[src/rtl/mem_stage.sv]
// Memory-access pipeline stage: word loads/stores over a req/ack bus, stalls
// upstream while an access is outstanding, and loads the MEM/WB register.
module mem_stage #(
    parameter int TIMEOUT = 16,
    parameter int RD_W    = 5
) (
    input  logic            clk,
    input  logic            reset,
    input  logic [4:0]      ctrl_mem,
    input  logic [31:0]     rd_mem,
    input  logic [31:0]     alu_result,
    input  logic [31:0]     write_data1,
    input  logic [31:0]     pc4_mem,
    output logic            stall,
    output logic            dmem_req,
    output logic            dmem_we,
    output logic [31:0]     dmem_addr,
    output logic [31:0]     dmem_wdata,
    input  logic [31:0]     dmem_rdata,
    input  logic            dmem_ack,
    output logic            ctrl_wb,
    output logic [RD_W-1:0] rd_wb,
    output logic [31:0]     wb_data,
    output logic            bus_err,
    output logic            misalign_err
);

    typedef enum logic {IDLE, BUSY} state_t;

    localparam logic [7:0] CNT_LAST = 8'(TIMEOUT - 1);

    state_t          state;
    logic [7:0]      cnt;
    logic            rw_q;
    logic            ld_q;
    logic [RD_W-1:0] rd_q;
    logic [31:0]     val_q;

    logic        mem_op;
    logic        aligned;
    logic [1:0]  wb_sel;
    logic [31:0] alu_val;
    logic        unused_rd_bits;

    assign mem_op         = ctrl_mem[4] | ctrl_mem[3];
    assign aligned        = (alu_result[1:0] == 2'b00);
    assign wb_sel         = ctrl_mem[2:1];
    // wb_sel 01 without a memory access falls back to the ALU result
    assign alu_val        = (wb_sel == 2'b10) ? pc4_mem : alu_result;
    assign unused_rd_bits = ^rd_mem[31:RD_W];

    always_comb begin
        stall = 1'b0;
        if (state == IDLE)
            stall = mem_op & aligned;
        else
            stall = ~dmem_ack & (cnt != CNT_LAST);
    end

    always_ff @(posedge clk) begin
        if (reset) begin
            state        <= IDLE;
            cnt          <= '0;
            rw_q         <= 1'b0;
            ld_q         <= 1'b0;
            rd_q         <= '0;
            val_q        <= '0;
            dmem_req     <= 1'b0;
            dmem_we      <= 1'b0;
            dmem_addr    <= '0;
            dmem_wdata   <= '0;
            ctrl_wb      <= 1'b0;
            rd_wb        <= '0;
            wb_data      <= '0;
            bus_err      <= 1'b0;
            misalign_err <= 1'b0;
        end else begin
            case (state)
                IDLE: begin
                    if (!mem_op) begin
                        ctrl_wb <= ctrl_mem[0];
                        rd_wb   <= rd_mem[RD_W-1:0];
                        wb_data <= alu_val;
                    end else if (!aligned) begin
                        misalign_err <= 1'b1;
                        ctrl_wb      <= 1'b0;
                    end else begin
                        // Write-back fields are captured here so the access does
                        // not depend on upstream holding its outputs afterwards.
                        state      <= BUSY;
                        cnt        <= '0;
                        dmem_req   <= 1'b1;
                        dmem_we    <= ctrl_mem[3];
                        dmem_addr  <= {alu_result[31:2], 2'b00};
                        dmem_wdata <= write_data1;
                        rw_q       <= ctrl_mem[0];
                        ld_q       <= (wb_sel == 2'b01);
                        rd_q       <= rd_mem[RD_W-1:0];
                        val_q      <= alu_val;
                        ctrl_wb    <= 1'b0;
                    end
                end
                BUSY: begin
                    if (dmem_ack) begin
                        state    <= IDLE;
                        cnt      <= '0;
                        dmem_req <= 1'b0;
                        ctrl_wb  <= rw_q;
                        rd_wb    <= rd_q;
                        wb_data  <= ld_q ? dmem_rdata : val_q;
                    end else if (cnt == CNT_LAST) begin
                        state    <= IDLE;
                        cnt      <= '0;
                        dmem_req <= 1'b0;
                        bus_err  <= 1'b1;
                        ctrl_wb  <= 1'b0;
                    end else begin
                        cnt     <= cnt + 8'd1;
                        ctrl_wb <= 1'b0;
                    end
                end
                default: state <= IDLE;
            endcase
        end
    end

endmodule

[config.mk]
export PLATFORM = sky130hd
export DESIGN_NAME = mem_stage
export DESIGN_NICKNAME = d
export VERILOG_FILES = /design/src/rtl/mem_stage.sv
export SDC_FILE = /design/constraint.sdc
export NUM_CORES = 1
export LEC_CHECK = 0
export BUFFER_PORTS_ARGS = -buffer_cell sky130_fd_sc_hd__buf_2
export CAP_MARGIN = 20
export CORE_ASPECT_RATIO = 0.75
export CORE_UTILIZATION = 35
export CTS_CLUSTER_DIAMETER = 40
export DETAILED_ROUTE_END_ITERATION = 8
export PLACE_DENSITY = 0.65
export REMOVE_ABC_BUFFERS = 1
export SETUP_SLACK_MARGIN = 0.15
export SLEW_MARGIN = 20
export SYNTH_ARGS = -nofsm -noshare
export SYNTH_HDL_FRONTEND = slang
export SYNTH_SLANG_ARGS = --single-unit
export TNS_END_PERCENT = 30
[constraint.sdc]
create_clock -name clk -period 2.1 [get_ports clk]
set_clock_uncertainty 0.15 [all_clocks]
set_input_delay 0.42 -clock clk [delete_from_list [all_inputs] [get_ports clk]]
set_output_delay 0.42 -clock clk [all_outputs]
set_load 0.005 [all_outputs]
==> impl_metrics.toml <==
[route]
num_vias = 5904
dr.pass1.iters = 4
drtIter0Drc = 286
wl_um = 18000
drc = 0
drt-wirelength-per-cell_um = 14.8
routed_via_density = 4.84
antenna_left = 0

[timing]
finalHoldViolations = 0
slew-limit-headroom = 0.403
fmax_mhz = 467
finalMaxSlewViolations = 0
period_needed_ns = 2.14
rsz0062_at_grt = "yes"
setup_viol = 1
worst_slack_ns = -0.0429
whs_ns = 0.0806
worst_pin_slew_ns = 0.893
finalCritPeriodShare = 1.02

[finish]
stdcell_count = 1219
syn_to_final_growth_pct = 36.2
postLayoutCellArea_mm2 = 0.00856
multi_input_area_mm2 = 0.00299
seq_area_mm2 = 0.00305
fill_cells = 1717
fin_util = 0.486
n_antenna_cell = 0
layout-drive-gt1-share = 0.365
final_nets = 1133

[floorplanning]
die_x_um = 157
ios = 275
die_h_um = 118
dieArea_mm2 = 0.0185
initial_core_util = 0.357
rows = 42
core_region_area_mm2 = 0.0176

[power]
seqPwrFrac = 0.432
internal-power_mw = 5.41
peakVddDrop_mv = 0.442
p_sw_frac = 0.250
comb_power_share = 0.122
clockPowerShare = 0.446
p_leak_nw = 3.72
power.density_mw_per_mm2 = 843
switchingPower_mw = 1.80

[logic_synthesis]
postSynthAreaPerCell_um2 = 8.66
yosysWarnings = 0
synthArstFlopShare = 0
synth_common_cells = "nand2_1, dfxtp_1, a21oi_1"
synth_ff_type = "dfxtp_1"
synth_area_leaders = "dfxtp_1, nand2_1, a21oi_1"
postSynthCellCount = 726
synth_top_area_share = 0.484
synth.most_common_cell = "nand2_1"
post_synth_instance_area_mm2 = 0.00629
ys_types = 31
synth_top_area_cell = "dfxtp_1"
synth_seq_area_share = 0.484
synth_edf_count = 0
synth-seq-cells = 152

[hold_path]
hp-start = "write_data1[18]"
min_to = "dmem_wdata[18]$_SDFFE_PP0P_"
hold_path.class = "in2reg"
hold_depth = 3

[critical_path]
setup.worst_path.start_class = "flop"
r2r-end = "cnt[6]$_SDFFE_PP0P_"
cp-startpoint = "cnt[7]$_SDFFE_PP0P_"
worstRegToRegCells = 5
critPathKind = "reg2out"
reg2reg_slack_ns = 0.31
path_max_fanout = 3
critical_path_required_ns = 1.53
rr_startpoint = "state$_SDFF_PP0_"
worstPathArrival_ns = 1.57
worstSetupEndpointType = "primary output"

[cts]
clock_path_buffers = 2
cts.sinks = 152
clk-insertion-delay-late_ns = 0.42
cts_root_buf = "clkbuf_16"
cts_buffers = 17
clkSlewWorstSetupHoldPaths_ns = 0.07
postCtsHoldBufs = 0
cts_tree = "built"
htree_levels = 4

[place]
numPortBuffers = 245
placed_cell_area_mm2 = 0.00784
place_ws_ns = 0.0533
place_hpwl_um = 12500
dp_cells = 1179
finalWeightedCongestion = 0.775

[grt]
grt_pass1_wl_um = 28900
first_global_vias = 5692
grt_util_all_layers = 0.199
grt-ovfl-total = 0
grt_antenna_before_repair = 0
grt_start_max_net_pins = 59

[status]
violations = "setup timing"
status = "complete, but fails checks"

[flow_run]
drv_cap = 0
## flip-flops by register name, summed over array words and instances (netlist names)
register	flops
bus_err	1
cnt	8
ctrl_wb	1
dmem_addr	30
dmem_req	1
dmem_wdata	32
dmem_we	1
ld_q	1
misalign_err	1
rd_q	5
rd_wb	5
rw_q	1
state	1
val_q	32
wb_data	32
## final cells by class
type | count | share of cell area
Sequential cell | 152 | 0.356
Multi-Input combinational cell | 511 | 0.349
Timing Repair Buffer | 280 | 0.186
Clock buffer | 20 | 0.0533
Tap cell | 242 | 0.0354
Clock inverter | 12 | 0.0191
Inverter | 2 | 0.000877
## placed cells by master (no fill, tap or decap), types with 5 or more instances in the layout
cell / n
a211oi_1: 37
buf_2: 244
dfxtp_1: 147
a21oi_1: 78
mux2_2: 32
mux2i_1: 37
dfxtp_2: 5
nand2_1: 174
clkbuf_16: 17
a22o_1: 32
buf_4: 28
nor2_1: 48
o21ai_0: 36
buf_12: 8
## metal layers
metal / wire length (um) / global-route usage
met1: 8390 / 0.257
met2: 8020 / 0.314
met3: 1340 / 0.0615
met4: 253 / 0.0668
met5: 0 / 0
## worst max path at each step
stage                                to  slack (ns)  cells past startpoint
3_5_place_dp   wb_data[10]$_SDFFE_PP0P_        0.05                      5
4_1_cts                           stall       -0.11                      5
2_1_floorplan                     stall       -9.71                      3
3_3_place_gp    wb_data[4]$_SDFFE_PP0P_        0.08                      5
6_report                          stall       -0.04                      5
5_1_grt                           stall       -0.17                      5
## critical path, stage by stage, from the launching register on
cell     delay (ns)
dfxtp_2        0.34
nor4_4         0.31
a41oi_2        0.19
nor2_2         0.14
inv_1          0.06
buf_2          0.12
## cell families after synthesis
group | after synthesis | synth area share
AND/OR/NAND/NOR | 248 | 0.157
AO/OA/AOI/OAI | 191 | 0.189
flip-flops | 152 | 0.484
multiplexers | 69 | 0.116
buffers and inverters | 64 | 0.0509
adder cells (fa/ha/maj) | 1 | 0.00199
other | 1 | 0.000596
## repair_timing
item	CTS	global route
resized for setup	4	5
buffers inserted	7	1
pin swaps	3	3
endpoints found under the setup margin	1	3
## stage by stage
step | setup TNS (ns) | total power, mW
after detailed placement | 0 | 4.05
after global placement | 0 | 4.04
after CTS | -0.107 | 7.30
after global routing | -0.165 | 7.55
final | -0.0429 | 7.22
after floorplan | -1026.47 | 3.62
## power groups by stage
stage,sequential (mW),combinational [mW],clock [mW]
finish,3.12,0.882,3.22
global placement,3.17,0.863,0
detailed placement,3.18,0.875,0
CTS,3.12,0.887,3.30
global route,3.13,0.979,3.44
floorplan,3.19,0.429,0
Note: power is estimated with default switching activity, not from simulation.
